<file path="src/rtl/design_2_wrapper_pkg.sv">
// Shared types and defaults for the UART length/checksum echo block.
package design_2_wrapper_pkg;

  localparam int CLKS_PER_BIT_DEF = 5;

  typedef enum logic [1:0] {
    IDLE    = 2'd0,
    PAYLOAD = 2'd1,
    SEND    = 2'd2
  } ctrl_state_t;

  // One received byte, qualified by a single-cycle valid
  typedef struct packed {
    logic       vld;
    logic [7:0] data;
  } rx_byte_t;

endpackage

</file>
<file path="src/rtl/design_2_wrapper_uart_rx.sv">
// 8N1 UART receiver: synchronizer, start-bit glitch filter, mid-bit sampling.
module uart_rx
  import design_2_wrapper_pkg::*;
#(
  parameter int CLKS_PER_BIT = CLKS_PER_BIT_DEF
) (
  input  logic     clk,
  input  logic     rst,
  input  logic     rxd,
  output rx_byte_t rx
);

  // CLKS_PER_BIT is expected to be >= 2 so the half-bit point is nonzero
  localparam int CW = $clog2(CLKS_PER_BIT + 1);
  localparam logic [CW-1:0] HALF_LAST = CW'(CLKS_PER_BIT / 2 - 1);
  localparam logic [CW-1:0] BIT_LAST  = CW'(CLKS_PER_BIT - 1);

  typedef enum logic [1:0] {RX_IDLE, RX_START, RX_DATA, RX_STOP} rx_state_t;

  rx_state_t      st, nxt;
  logic           s1, s2, s3;
  logic [CW-1:0]  cnt;
  logic [2:0]     bitn;
  logic [7:0]     shreg;
  logic           half_tick, bit_tick;

  assign half_tick = (cnt == HALF_LAST);
  assign bit_tick  = (cnt == BIT_LAST);

  // two-flop synchronizer plus one more stage for falling-edge detection;
  // all reset to the idle-high line level
  always_ff @(posedge clk or posedge rst) begin
    if (rst) begin
      s1 <= 1'b1;
      s2 <= 1'b1;
      s3 <= 1'b1;
    end else begin
      s1 <= rxd;
      s2 <= s1;
      s3 <= s2;
    end
  end

  // next-state: start on a falling edge, drop back to idle on a glitch
  always_comb begin
    nxt = st;
    case (st)
      RX_IDLE:  if (s3 && !s2) nxt = RX_START;
      RX_START: if (half_tick) nxt = s2 ? RX_IDLE : RX_DATA;
      RX_DATA:  if (bit_tick && bitn == 3'd7) nxt = RX_STOP;
      RX_STOP:  if (bit_tick) nxt = RX_IDLE;
      default:  nxt = RX_IDLE;
    endcase
  end

  // state register
  always_ff @(posedge clk or posedge rst) begin
    if (rst) st <= RX_IDLE;
    else     st <= nxt;
  end

  // bit timing, shift register and the one-cycle byte strobe
  always_ff @(posedge clk or posedge rst) begin
    if (rst) begin
      cnt     <= '0;
      bitn    <= '0;
      shreg   <= '0;
      rx.vld  <= 1'b0;
      rx.data <= '0;
    end else begin
      rx.vld <= 1'b0;
      case (st)
        RX_IDLE: begin
          cnt  <= '0;
          bitn <= '0;
        end
        RX_START: cnt <= half_tick ? '0 : cnt + CW'(1);
        RX_DATA: begin
          if (bit_tick) begin
            cnt   <= '0;
            shreg <= {s2, shreg[7:1]};
            bitn  <= bitn + 3'd1;
          end else begin
            cnt <= cnt + CW'(1);
          end
        end
        RX_STOP: begin
          if (bit_tick) begin
            cnt <= '0;
            // a low stop bit is a framing error: the byte is discarded
            if (s2) begin
              rx.vld  <= 1'b1;
              rx.data <= shreg;
            end
          end else begin
            cnt <= cnt + CW'(1);
          end
        end
        default: cnt <= '0;
      endcase
    end
  end

endmodule

</file>
<file path="src/rtl/design_2_wrapper.sv">
// Length-prefixed message receiver: accumulates payload count/checksum on LED
// and echoes the checksum over UART once the message is complete.
module design_2_wrapper
  import design_2_wrapper_pkg::*;
#(
  parameter int CLKS_PER_BIT = CLKS_PER_BIT_DEF
) (
  input  logic        sys_clock,
  input  logic        reset,
  input  logic        rxd,
  output logic        txd,
  output logic [15:0] LED
);

  localparam int CW = $clog2(CLKS_PER_BIT + 1);
  localparam logic [CW-1:0] BIT_LAST = CW'(CLKS_PER_BIT - 1);

  rx_byte_t    rx;
  ctrl_state_t state, state_nxt;
  logic [7:0]  remaining, count, csum, hold_data;
  logic        hold_vld, send_loaded, tx_start, tx_busy;
  logic        in_vld;
  logic [7:0]  in_data;
  logic [8:0]  tx_sh;
  logic [3:0]  tx_left;
  logic [CW-1:0] tx_cnt;

  uart_rx #(.CLKS_PER_BIT(CLKS_PER_BIT)) u_rx (
    .clk (sys_clock),
    .rst (reset),
    .rxd (rxd),
    .rx  (rx)
  );

  // In IDLE a byte parked during SEND takes priority over a fresh one
  assign in_vld  = hold_vld | rx.vld;
  assign in_data = hold_vld ? hold_data : rx.data;
  assign LED     = {count, csum};

  // controller next-state and TX load strobe
  always_comb begin
    state_nxt = state;
    tx_start  = 1'b0;
    case (state)
      IDLE:    if (in_vld) state_nxt = (in_data == 8'd0) ? SEND : PAYLOAD;
      PAYLOAD: if (rx.vld && remaining == 8'd1) state_nxt = SEND;
      SEND: begin
        if (!send_loaded)  tx_start  = 1'b1;
        else if (!tx_busy) state_nxt = IDLE;
      end
      default: state_nxt = IDLE;
    endcase
  end

  // controller state register
  always_ff @(posedge sys_clock or posedge reset) begin
    if (reset) state <= IDLE;
    else       state <= state_nxt;
  end

  // length/count/checksum bookkeeping and the one-byte holding register
  always_ff @(posedge sys_clock or posedge reset) begin
    if (reset) begin
      remaining   <= '0;
      count       <= '0;
      csum        <= '0;
      hold_vld    <= 1'b0;
      hold_data   <= '0;
      send_loaded <= 1'b0;
    end else begin
      case (state)
        IDLE: begin
          if (in_vld) begin
            remaining <= in_data;
            count     <= '0;
            csum      <= '0;
          end
          // held byte consumed; a coincident fresh byte takes its place
          if (hold_vld) begin
            hold_vld <= rx.vld;
            if (rx.vld) hold_data <= rx.data;
          end
        end
        PAYLOAD: begin
          if (rx.vld) begin
            csum      <= csum + rx.data;
            count     <= count + 8'd1;
            remaining <= remaining - 8'd1;
          end
        end
        SEND: begin
          if (!send_loaded)  send_loaded <= 1'b1;
          else if (!tx_busy) send_loaded <= 1'b0;
          // park one byte; further bytes while full are lost
          if (rx.vld && !hold_vld) begin
            hold_vld  <= 1'b1;
            hold_data <= rx.data;
          end
        end
        default: send_loaded <= 1'b0;
      endcase
    end
  end

  // TX serializer: txd is a flop, start bit driven on load, then 8 data + stop
  always_ff @(posedge sys_clock or posedge reset) begin
    if (reset) begin
      txd     <= 1'b1;
      tx_busy <= 1'b0;
      tx_sh   <= '1;
      tx_left <= '0;
      tx_cnt  <= '0;
    end else if (tx_start) begin
      txd     <= 1'b0;
      tx_sh   <= {1'b1, csum};
      tx_left <= 4'd9;
      tx_cnt  <= '0;
      tx_busy <= 1'b1;
    end else if (tx_busy) begin
      if (tx_cnt == BIT_LAST) begin
        tx_cnt <= '0;
        if (tx_left == 4'd0) begin
          tx_busy <= 1'b0;
        end else begin
          txd     <= tx_sh[0];
          tx_sh   <= {1'b1, tx_sh[8:1]};
          tx_left <= tx_left - 4'd1;
        end
      end else begin
        tx_cnt <= tx_cnt + CW'(1);
      end
    end
  end

endmodule

</file>
<file path="config.mk">
export PLATFORM = sky130hd
export DESIGN_NAME = design_2_wrapper
export DESIGN_NICKNAME = d
export VERILOG_FILES = /design/src/rtl/design_2_wrapper_pkg.sv /design/src/rtl/design_2_wrapper_uart_rx.sv /design/src/rtl/design_2_wrapper.sv
export SDC_FILE = /design/constraint.sdc
export NUM_CORES = 1
export LEC_CHECK = 0
export ABC_AREA = 1
export CAP_MARGIN = 10
export CORE_MARGIN = 2
export CORE_UTILIZATION = 60
export DETAILED_ROUTE_END_ITERATION = 10
export GPL_ROUTABILITY_DRIVEN = 0
export PLACE_DENSITY = 0.79
export RECOVER_POWER = 25
export SETUP_SLACK_MARGIN = 0.4
export SKIP_CTS_REPAIR_TIMING = 1
export SYNTH_ARGS = -nofsm -noshare
export SYNTH_HDL_FRONTEND = slang
export SYNTH_SLANG_ARGS = --single-unit
</file>
<file path="constraint.sdc">
create_clock -name sys_clock -period 3.15 [get_ports sys_clock]
set_clock_uncertainty 0.15 [all_clocks]
set_input_delay 0.63 -clock sys_clock [delete_from_list [all_inputs] [get_ports sys_clock]]
set_output_delay 0.63 -clock sys_clock [all_outputs]
set_load 0.005 [all_outputs]
</file>
* After elaboration in Yosys (flattened, before gate mapping) *
Index checks and enable logic that the tools add are counted.

storage, ports and cells
  register bits after elaboration = 82
  input port bits = 3
  logic and storage cells = 139

operators by class
  add/sub/neg operators = 7
  equality and inequality tests = 24
  muxes and demuxes = 60
  bitwise gates (word level) = 1
  reduce and logical (&&, ||, !) cells = 26

operators with widths
  cell                                                                number
  8-bit two-way mux                                                   9
  8-bit case mux with 2 select lines                                  4
  9-bit two-way mux                                                   7
  2-bit two-way mux                                                   10
  3-bit two-way mux                                                   6
  4-bit two-way mux                                                   4
  1-bit two-way mux                                                   14
  2-bit by 1-bit != test with 1-bit output, second input constant     7
  2-bit != test, second input constant                                7
  4-bit AND reduction                                                 3
  2-bit nonzero test                                                  5
  3-bit by 1-bit adder with 3-bit output, second input constant       3
  3-bit == test, second input constant                                3
  3-bit case mux with 3 select lines                                  1
  3-bit AND reduction                                                 3
  8-bit by 1-bit adder with 8-bit output, second input constant       1
  8-bit adder                                                         1
  8-bit by 1-bit == test with 1-bit output, second input constant     1
  8-bit logical NOT                                                   1
  2-bit case mux with 4 select lines                                  1
  8-bit by 1-bit subtractor with 8-bit output, second input constant  1
  2-bit == test, second input constant                                3
  2-bit case mux with 3 select lines                                  1
  3-bit case mux with 2 select lines                                  1
  11 further kinds                                                    21

* Logic depth before layout (Yosys ltp) *
Gate-level depths: netlist (run 1).

  depth after elaboration = 5
  depth in mapped cells = 10

* Modules after synthesis *
A second synthesis (run 1) with hierarchy kept.

unflattened totals
  cell total of the unflattened synthesis = 548
  area, all modules = 4424.2 µm²

by module, submodules not included
  module            times used  cells each  area each (µm²)
  design_2_wrapper  1           429         3244.4
  uart_rx           1           119         1179.9

* Worst setup path after synthesis (run 1) *
OpenSTA, ideal clock, no wires.

  path type = reg2reg
  start point = register csum[0]
  end point = register csum[4]
  library setup time = 0.126 ns
  data arrival time = 1.321 ns
  required time = 2.874 ns
  setup slack = 1.553 ns
  stages on the path, launching flop included = 7
  buffers on the path = 0
  period minus slack after synthesis = 1.597 ns
  path through = dfrtp_1 ha_1 fa_1 nand2_1 nand3_1 nor2_1 o22ai_1

on the way
  longest elaborated chain between the ends = 3

ends and longest elaborated chain
  what                                RTL line                text
  start, declared                     design_2_wrapper.sv:20  logic [7:0] remaining, count, csum, hold_data;
  start signal, assigned              design_2_wrapper.sv:86  csum <= csum + rx.data;
  8-bit adder                         design_2_wrapper.sv:86
  8-bit two-way mux                   design_2_wrapper.sv:85  if (rx.vld) begin
  8-bit case mux with 2 select lines  design_2_wrapper.sv:71  case (state)

No other way between the ends. The select of a mux whose other input is x is not followed.
A chain may end at the register's enable or synchronous reset.

==> results.py, run 1 <==
metrics = {
    "run_status": {
        "status": "completed",
    },
    "setup_path": {
        "critPathMaxFanout": 29,
        "cp_data_arrival_time_ps": 2580,
        "max_stage_delay_ps": 790,
        "worstPathCellList": "dlygate4sd3_1 -> clkinvlp_2 -> clkbuf_1",
        "crit_required_ps": 3440,
        "cp-start-kind": "primary input",
        "criticalPathCategory": "in -> async",
        "cp_slowest_cell": "clkinvlp_2",
        "setup.worst_path.end_class": "asynchronous set/reset pin",
    },
    "detailed_routing": {
        "wl_microns": 8810,
        "detail_route.wl_per_cell_microns": 12.9,
        "via_per_inst": 5.21,
        "firstDrtPassIters": 4,
        "drt_iter0_drc": 275,
        "drc_errors": 0,
        "vias": 3556,
        "ant_nets": 0,
    },
    "logic_synthesis": {
        "yosys.area.top_type": "dfrtp_1",
        "synth.area.top_cells": "dfrtp_1 40%, nand2_1 18%, dfstp_2 7.3%, inv_1 6.4%, ha_1 5.2%",
        "ys_types": 34,
        "synth-main-ff-cell": "dfrtp_1",
        "synthesis.nets": 582,
        "ys_seq_elements": 81,
        "synthesis.area_sq_mm": 0.00431,
        "ys.warnings.count": 0,
        "synth_edf_count": 0,
        "yosysMostFrequentCell": "nand2_1",
        "synth_top_area_share_pct": 40.1,
        "synthCells": 560,
        "synthTopCellsByCount": "206 x nand2_1, 74 x inv_1, 69 x dfrtp_1",
        "syn_area_per_cell_sq_um": 7.69,
        "async_flop_share_pct": 100,
        "ys_seq_area_share_pct": 47.4,
    },
    "power_and_ir_drop": {
        "pwr-share-seq_pct": 42.3,
        "combPwrFrac_pct": 35.6,
        "clock_power_share_pct": 22.1,
        "power_density_mw_per_mm2": 708,
        "power_leakage_nw": 2.45,
        "vdd_drop_max_uv": 305,
        "switching_power_mw": 1.41,
        "p_sw_share_pct": 41.8,
        "internal_power_mw": 1.97,
    },
    "place": {
        "dp_hpwl_microns": 6250,
        "io_buffer_count": 19,
        "dp_cells": 666,
        "dpl_cell_area_sq_mm": 0.00459,
    },
    "floorplan": {
        "row_count": 30,
        "core_area_sq_mm": 0.00687,
        "pin_count": 20,
        "dieArea_sq_mm": 0.00787,
        "initial_core_util_pct": 62.7,
        "dieWidth_microns": 88.7,
        "fp.dieH_microns": 88.7,
    },
    "cells_and_area": {
        "nFillCells": 550,
        "final_area_sq_mm": 0.00476,
        "final_nets": 603,
        "drive_above_1_share_pct": 8.02,
        "multi_input_area_sq_mm": 0.00189,
        "antenna_cells": 0,
        "finalNonFillerCells": 682,
        "seq_area_sq_mm": 0.00204,
        "area_growth_pct": 10.6,
    },
    "hold_path": {
        "hold_path_class": "reg -> reg",
    },
    "global_routing": {
        "track_usage_pct": 24.9,
        "grt_overflow": 0,
        "grt_pass1_vias": 3329,
        "grt_max_degree": 42,
        "antenna_found_initial": 0,
        "grt_pass1_wl_microns": 15200,
    },
    "clock_tree": {
        "clock-sinks": 81,
        "cts_buffers": 9,
        "clkTransAtPathRegs_ps": 90,
        "h-tree-depth": 3,
        "root_buffer": "clkbuf_8",
        "cts_buffer_depth": 2,
        "clock_latency_ps": 360,
        "cts_tree": "done",
    },
    "sta": {
        "setup_viol": 0,
        "hold_viol": 0,
        "slew_viol_final": 0,
        "finalSetupTns_ps": 0,
        "fmax_ghz": 0.437,
        "period_needed_ps": 2290,
        "max_slew_margin_pct": 9.78,
        "min_period_over_period_pct": 72.7,
        "tightest_slew_ps": 1350,
        "rsz0062_at_grt": "no",
    },
    "flow_run": {
        "drv_cap": 0,
    },
}
==> state kept, by name, indices dropped and copies added (netlist names), 2 cells and up, named ones only <==
signal / flops
tx_sh: 8
u_rx.bitn: 3
u_rx.cnt: 3
count: 8
tx_cnt: 3
hold_data: 8
u_rx.rx: 9
state: 2
remaining: 8
u_rx.shreg: 8
tx_left: 4
csum: 8
==> stage by stage <==
step,setup slack [ps],hold WS (ps),util [%],total power [mW]
after floorplan,1460,195,-,2.40
after global placement,1070,198,66.8,2.57
after detailed placement,966,200,66.8,2.63
after CTS,939,215,69.5,3.39
after global routing,565,217,69.4,3.66
final,859,212,69.4,3.37
==> placed cells by master (no fill, tap or decap), drive strengths merged, types with 2 or more instances in the layout <==
master           n
nor3             4
clkdlybuf4s50   17
nand4            5
o31ai            2
nor2            34
inv             82
dlygate4sd3      2
o21ai           57
nand3           27
a21oi           13
dfstp           12
dfrtp           69
clkinvlp         2
nand2          210
clkinv           3
a31oi            2
o22ai            2
clkbuf          11
xnor2            4
xor2             4
ha              18
==> metal layers <==
layer | vias up | part of all wire (%) | global-route usage (%)
met2 | 84 | 47 | 39.4
met3 | 20 | 3.2 | 3.54
met1 | 1651 | 48 | 34.5
met4 | 0 | 2.6 | 10.6
met5 | - | 0 | 0
li1 | 1801 | - | -
==> cell families after synthesis <==
logic type      count (synthesis)  share of synthesized area [%]
compound gates                 77                           9.56
xor+xnor                        8                           1.63
fa+ha+maj                      19                           5.69
buf+inv                        92                           8.63
flops                          81                           47.4
simple gates                  283                           27.1
==> layout make-up <==
type,instances,area share (%)
clock buffer,9,2.60
clock inverter,7,1.42
inverter,80,6.33
multi-input combinational,387,39.7
sequential,81,42.9
tap,96,2.52
timing repair buffer,22,4.57
==> worst max-delay path, delay by kind of cell <==
family                 cells  cell delay [ps]
buffers and inverters      3             1930
==> final timing paths <==
kind / startpoint / slack (ps) / depth (start not counted) / endpoint
worst max-delay path: reset / 860 / 3 / u_rx.bitn[2]
min in group asynchronous: reset / 850 / 2 / tx_left[2]
max in group sys_clock: state[1] / 900 / 5 / count[2]
worst max register to register: state[1] / 900 / 5 / count[2]
worst min register to register: u_rx.s1 / 210 / 0 / u_rx.s2
worst min-delay path: u_rx.s1 / 210 / 0 / u_rx.s2
==> power groups by stage <==
stage	Sequential [mW]	Combinational, mW	Clock [mW]
finish	1.43	1.20	0.746
global route	1.45	1.39	0.815
CTS	1.42	1.20	0.764
detailed placement	1.44	1.19	0
global placement	1.43	1.14	0
floorplan	1.39	1.01	0
No activity file was read; power rests on OpenSTA's default activity.
==> run 2, diff against run 1 <==
- CORE_UTILIZATION: 60 -> 55
- PLACE_DENSITY: 0.79 -> 0.77
- clock period: 3.15 -> 2 ns (I/O delays scaled with it)
==> run 2 against run 1 <==
Sequential power up 57%. Clock power increased by 50%. Combinational power rose by 100%. Critical path depth increased by 4. Setup slack worse by 570 ps. Flip-flop and latch count unchanged. Routed wire length up 9.0%. Global-route usage is 3.0 points lower. Non-clock buffer count up 32. Final area increased by 11%. Count of clock-buffer cells in the layout is 1 higher. Register-to-register slack lost 610 ps. Critical endpoint is now csum[4].
==> results.py, run 2 (synthesis gave the netlist of run 1 again) <==
metrics = {
    "clock_tree": {
        "cts_buffer_depth": 2,
        "root_buffer": "clkbuf_8",
        "clock_latency_ps": 360,
        "clkTransAtPathRegs_ps": 90,
        "cts_tree": "done",
        "h-tree-depth": 3,
        "cts_buffers": 9,
        "clock-sinks": 81,
    },
    "flow_run": {
        "drv_cap": 0,
    },
    "setup_path": {
        "reg2reg_to": "csum[4]",
        "crit_required_ps": 2130,
        "cp-start-kind": "flip-flop",
        "rrSetupSlack_ps": 290,
        "cp_data_arrival_time_ps": 1840,
        "regToRegStartpoint": "u_rx.rx[0]",
        "criticalPathCategory": "reg -> reg",
        "critPathMaxFanout": 3,
        "reg2reg_depth": 7,
        "setup.worst_path.end_class": "flip-flop",
    },
    "place": {
        "io_buffer_count": 19,
        "dp_hpwl_microns": 6310,
    },
    "sta": {
        "tightest_slew_ps": 910,
        "min_period_over_period_pct": 85.4,
        "setup_viol": 0,
        "period_needed_ps": 1710,
        "finalSetupTns_ps": 0,
        "fin_hold_ws_ps": 211,
        "rsz0062_at_grt": "yes",
        "hold_viol": 0,
        "max_slew_margin_pct": 39.0,
        "slew_viol_final": 0,
        "fmax_ghz": 0.586,
    },
    "floorplan": {
        "fp.dieH_microns": 92.5,
        "row_count": 32,
        "dieWidth_microns": 92.5,
        "pin_count": 20,
        "initial_core_util_pct": 56.3,
        "core_area_sq_mm": 0.00765,
        "dieArea_sq_mm": 0.00856,
    },
    "cells_and_area": {
        "final_cell_mix": "199 x nand2_1, 69 x inv_1, 64 x dfrtp_1",
        "final_nets": 637,
        "regMostFlops": "u_rx.rx",
        "largest_reg_flops": 9,
        "antenna_cells": 0,
        "drive_above_1_share_pct": 18.7,
        "area_growth_pct": 22.6,
        "layout.cells.most_common": "nand2_1",
    },
    "global_routing": {
        "grt_overflow": 0,
        "grt_pass1_wl_microns": 14900,
        "antenna_found_initial": 0,
        "grt_pass1_vias": 3374,
        "track_usage_pct": 21.9,
        "grt_max_degree": 38,
    },
    "detailed_routing": {
        "wl_microns": 9600,
        "firstDrtPassIters": 6,
        "vias": 3725,
        "drc_errors": 0,
        "via_per_inst": 5.16,
        "ant_nets": 0,
        "drt_iter0_drc": 181,
        "detail_route.wl_per_cell_microns": 13.3,
    },
    "power_and_ir_drop": {
        "switching_power_mw": 2.41,
        "vdd_drop_max_uv": 753,
        "p_sw_share_pct": 41.8,
        "power_mw": 5.78,
        "power_leakage_nw": 2.96,
        "power_density_mw_per_mm2": 1090,
        "internal_power_mw": 3.36,
        "combPwrFrac_pct": 41.6,
        "clock_power_share_pct": 19.3,
        "pwr-share-seq_pct": 39.0,
    },
    "hold_path": {
        "hold_end": "u_rx.s2",
        "hold_depth": 0,
        "hold_path_class": "reg -> reg",
        "hold_path.startpoint": "u_rx.s1",
    },
    "run_status": {
        "status": "completed",
    },
}
==> run 2: cell types whose count changed in the layout (fill, tap and decap cells not counted), moves of 6 or more <==
cell,delta
buf_4,+31
clkdlybuf4s50_1,-17
dlymetal6s2s_1,+17
ha_1,-8
nand2_1,-8
ha_4,+6
==> run 2: routing by layer <==
metal | global-route usage (%) | vias up | wire (microns)
li1 | - | 1865 | -
met1 | 29.3 | 1763 | 4330
met2 | 36.3 | 81 | 4760
met3 | 4.39 | 16 | 377
met4 | 6.59 | 0 | 140
met5 | 0 | - | 0
==> run 2: worst max path at each step <==
stage | depth (start not counted) | from | endpoint | slack, ps
6_report | 7 | u_rx.rx[0] | csum[4] | 290
5_1_grt | 7 | u_rx.rx[0] | csum[4] | 200
4_1_cts | 1 | txd | txd | 50
3_5_place_dp | 6 | state[1] | tx_sh[6] | 300
3_3_place_gp | 7 | u_rx.rx[8] | count[7] | 350
2_1_floorplan | 6 | csum[0] | csum[4] | 400
==> run 2: power groups by stage <==
| stage | sequential (mW) | clock, mW | combinational (mW) |
|---|---|---|---|
| finish | 2.25 | 1.12 | 2.41 |
| global route | 2.29 | 1.21 | 2.72 |
| CTS | 2.23 | 1.14 | 2.01 |
| detailed placement | 2.26 | 0 | 2.00 |
| global placement | 2.24 | 0 | 1.91 |
| floorplan | 2.20 | 0 | 1.59 |
==> run 2: through the flow <==
step | setup WS [ps] | area [sq um] | utilization, % | cells
after floorplan | 403 | 4310 | - | 560
after global placement | 352 | 4670 | 61.0 | 680
after detailed placement | 298 | 4670 | 61.0 | 680
after CTS | 47.3 | 4840 | 63.3 | 696
after global routing | 202 | 5280 | 69.1 | 722
final | 293 | 5280 | 69.1 | 722
==> run 2: worst max-delay path: stages, from the launching register on <==
cell     delay, ps
dfrtp_1        390
ha_2           210
fa_2           430
nand2_1         80
nand3_1        100
nand2_1        100
nand2_1         50
o22ai_1        110
==> run 2: final cells by class <==
cell class                 count  area, sq um
inverter                      80          308
multi-input combinational    388         2090
clock inverter                 6         47.5
timing repair inverter         1         5.00
fill                         557         2360
sequential                    81         2050
clock buffer                  10          128
timing repair buffer          54          532
tap                          102          128
==> run 3, diff against run 2 <==
- PLACE_DENSITY: 0.77 -> 0.76
- SYNTH_HIERARCHICAL: not set -> 1
==> run 3 against run 2 <==
Utilization is 2.0 points higher. Hold slack improved by 4.6 ps. Non-clock buffer count up 9. Flip-flop and latch count unchanged. Via count is 4.8% higher. Die area up 2.6%. Register-to-register slack got worse by 90 ps. Sequential power barely moved.
==> results.py, run 3 <==
metrics = {
    "run_status": {
        "status": "completed",
    },
    "clock_tree": {
        "clkTransAtPathRegs_ps": 90,
        "clock_latency_ps": 360,
        "cts_buffer_depth": 2,
        "h-tree-depth": 3,
        "root_buffer": "clkbuf_8",
        "cts_tree": "done",
        "clock-sinks": 81,
        "cts_buffers": 9,
    },
    "place": {
        "dp_cells": 662,
        "dp_hpwl_microns": 6480,
        "io_buffer_count": 19,
    },
    "detailed_routing": {
        "vias": 3905,
        "firstDrtPassIters": 4,
        "ant_nets": 0,
        "detail_route.wl_per_cell_microns": 14.6,
        "drt_iter0_drc": 201,
        "drc_errors": 0,
        "wl_microns": 10500,
        "via_per_inst": 5.42,
    },
    "logic_synthesis": {
        "ys_seq_elements": 81,
        "async_flop_share_pct": 100,
        "ys_types": 42,
        "synth-main-ff-cell": "dfrtp_1",
        "syn_area_per_cell_sq_um": 8.07,
        "ys.warnings.count": 6,
        "synth_top_area_share_pct": 39.0,
        "synthesis.area_sq_mm": 0.00442,
        "synthCells": 548,
        "yosys.area.top_type": "dfrtp_1",
        "ys_seq_area_share_pct": 46.2,
        "synth.area.top_cells": "dfrtp_1 39%, nand2_1 13%, dfstp_2 7.1%, inv_1 6.7%, ha_1 5.1%",
        "yosysMostFrequentCell": "nand2_1",
        "synth_edf_count": 0,
        "synthTopCellsByCount": "157 x nand2_1, 79 x inv_1, 69 x dfrtp_1",
        "synthesis.nets": 570,
    },
    "floorplan": {
        "dieArea_sq_mm": 0.00878,
        "pin_count": 20,
        "initial_core_util_pct": 57.0,
        "dieWidth_microns": 93.7,
        "fp.dieH_microns": 93.7,
        "core_area_sq_mm": 0.00777,
        "row_count": 32,
    },
    "sta": {
        "setup_viol": 0,
        "period_needed_ps": 1790,
        "fin_hold_ws_ps": 216,
        "rsz0062_at_grt": "yes",
        "min_period_over_period_pct": 89.7,
        "max_slew_margin_pct": 35.6,
        "slew_viol_final": 0,
        "hold_viol": 0,
        "tightest_slew_ps": 961,
        "finalSetupTns_ps": 0,
        "fmax_ghz": 0.557,
    },
    "power_and_ir_drop": {
        "vdd_drop_max_uv": 609,
        "power_density_mw_per_mm2": 1030,
        "power_leakage_nw": 3.04,
    },
    "global_routing": {
        "antenna_found_initial": 0,
        "grt_pass1_vias": 3529,
        "track_usage_pct": 22.5,
        "grt_overflow": 0,
        "grt_pass1_wl_microns": 15700,
        "grt_max_degree": 29,
    },
    "setup_path": {
        "critPathLaunch": "csum[0]",
        "max_stage_delay_ps": 410,
        "worstPathCellList": "ha_2 -> fa_2 -> nand2_1 -> inv_1 -> o21ai_2 -> nand2_1 -> nand2_1 -> nand2_1 -> o21ai_1",
        "cp_data_arrival_time_ps": 1940,
        "cp-start-kind": "flip-flop",
        "cp_num_buf_inv": 1,
        "rrSetupSlack_ps": 210,
        "cp_slowest_cell": "dfrtp_1",
        "setup.worst_path.end_class": "flip-flop",
        "regToRegStartpoint": "csum[0]",
        "cpMostUsedCell": "nand2_1",
        "criticalPathCategory": "reg -> reg",
        "crit_required_ps": 2140,
        "cp_top_family": "adder cells",
        "critPathMaxFanout": 3,
    },
    "cells_and_area": {
        "final_cell_mix": "151 x nand2_1, 73 x inv_1, 66 x dfrtp_1",
        "nFillCells": 586,
        "regMostFlops": "u_rx/rx",
        "area_growth_pct": 24.9,
        "seq_area_sq_mm": 0.00205,
        "final_nets": 635,
        "layout.cells.most_common": "nand2_1",
        "antenna_cells": 0,
        "multi_input_area_sq_mm": 0.00218,
        "drive_above_1_share_pct": 23.3,
        "finalNonFillerCells": 720,
        "largest_reg_flops": 9,
    },
    "flow_run": {
        "drv_cap": 0,
    },
    "hold_path": {
        "hold_path_class": "reg -> reg",
        "hold_path.startpoint": "u_rx/s1",
    },
}
run 3: stage by stage:
stage	instance area, sq um	setup slack [ps]	utilization, %	power [mW]
finish	5520	206	71.1	5.71
floorplan	4430	368	-	3.56
CTS	4920	65.1	63.4	5.23
global placement	4690	326	60.4	3.80
global route	5520	129	71.1	6.09
detailed placement	4690	250	60.4	3.88
run 3: where the power goes:
group / internal (mW) / switching, mW
Combinational: 0.771 / 1.29
Sequential: 2.01 / 0.274
Clock: 0.767 / 0.601
Total: 3.55 / 2.16
run 3: final timing paths:
kind / cells after the start / to
max in group asynchronous: 3 / count[3]
min in group asynchronous: 2 / tx_left[1]
hold reg to reg: 0 / u_rx/s2
setup / recovery: 9 / csum[4]
setup reg to reg: 9 / csum[4]
hold / removal: 0 / u_rx/s2
run 3: cells by family (layout without fill, tap and decap cells):
family,after synthesis,in the layout,synth area share [%]
simple gates,261,263,25.8
buf+inv,98,165,10.2
compound gates,85,86,11.6
flops,81,81,46.2
fa+ha+maj,19,19,5.54
xor+xnor,3,3,0.594
mux,1,1,0.226
run 3: layout make-up:
cell class | count | share of cell area, %
clock inverter | 5 | 1.40
tap | 102 | 2.31
sequential | 81 | 37.0
multi-input combinational | 372 | 39.5
timing repair buffer | 63 | 10.6
inverter | 86 | 6.36
clock buffer | 11 | 2.74
run 3: layer usage:
metal	up-vias	wire (microns)	global-route usage, %	share of wire [%]
met1	1925	4500	28.7	43
met2	78	5450	39.2	52
met4	0	146	7.85	1.4
met3	16	436	2.89	4.1
met5	-	0	0	0
li1	1886	-	-	-
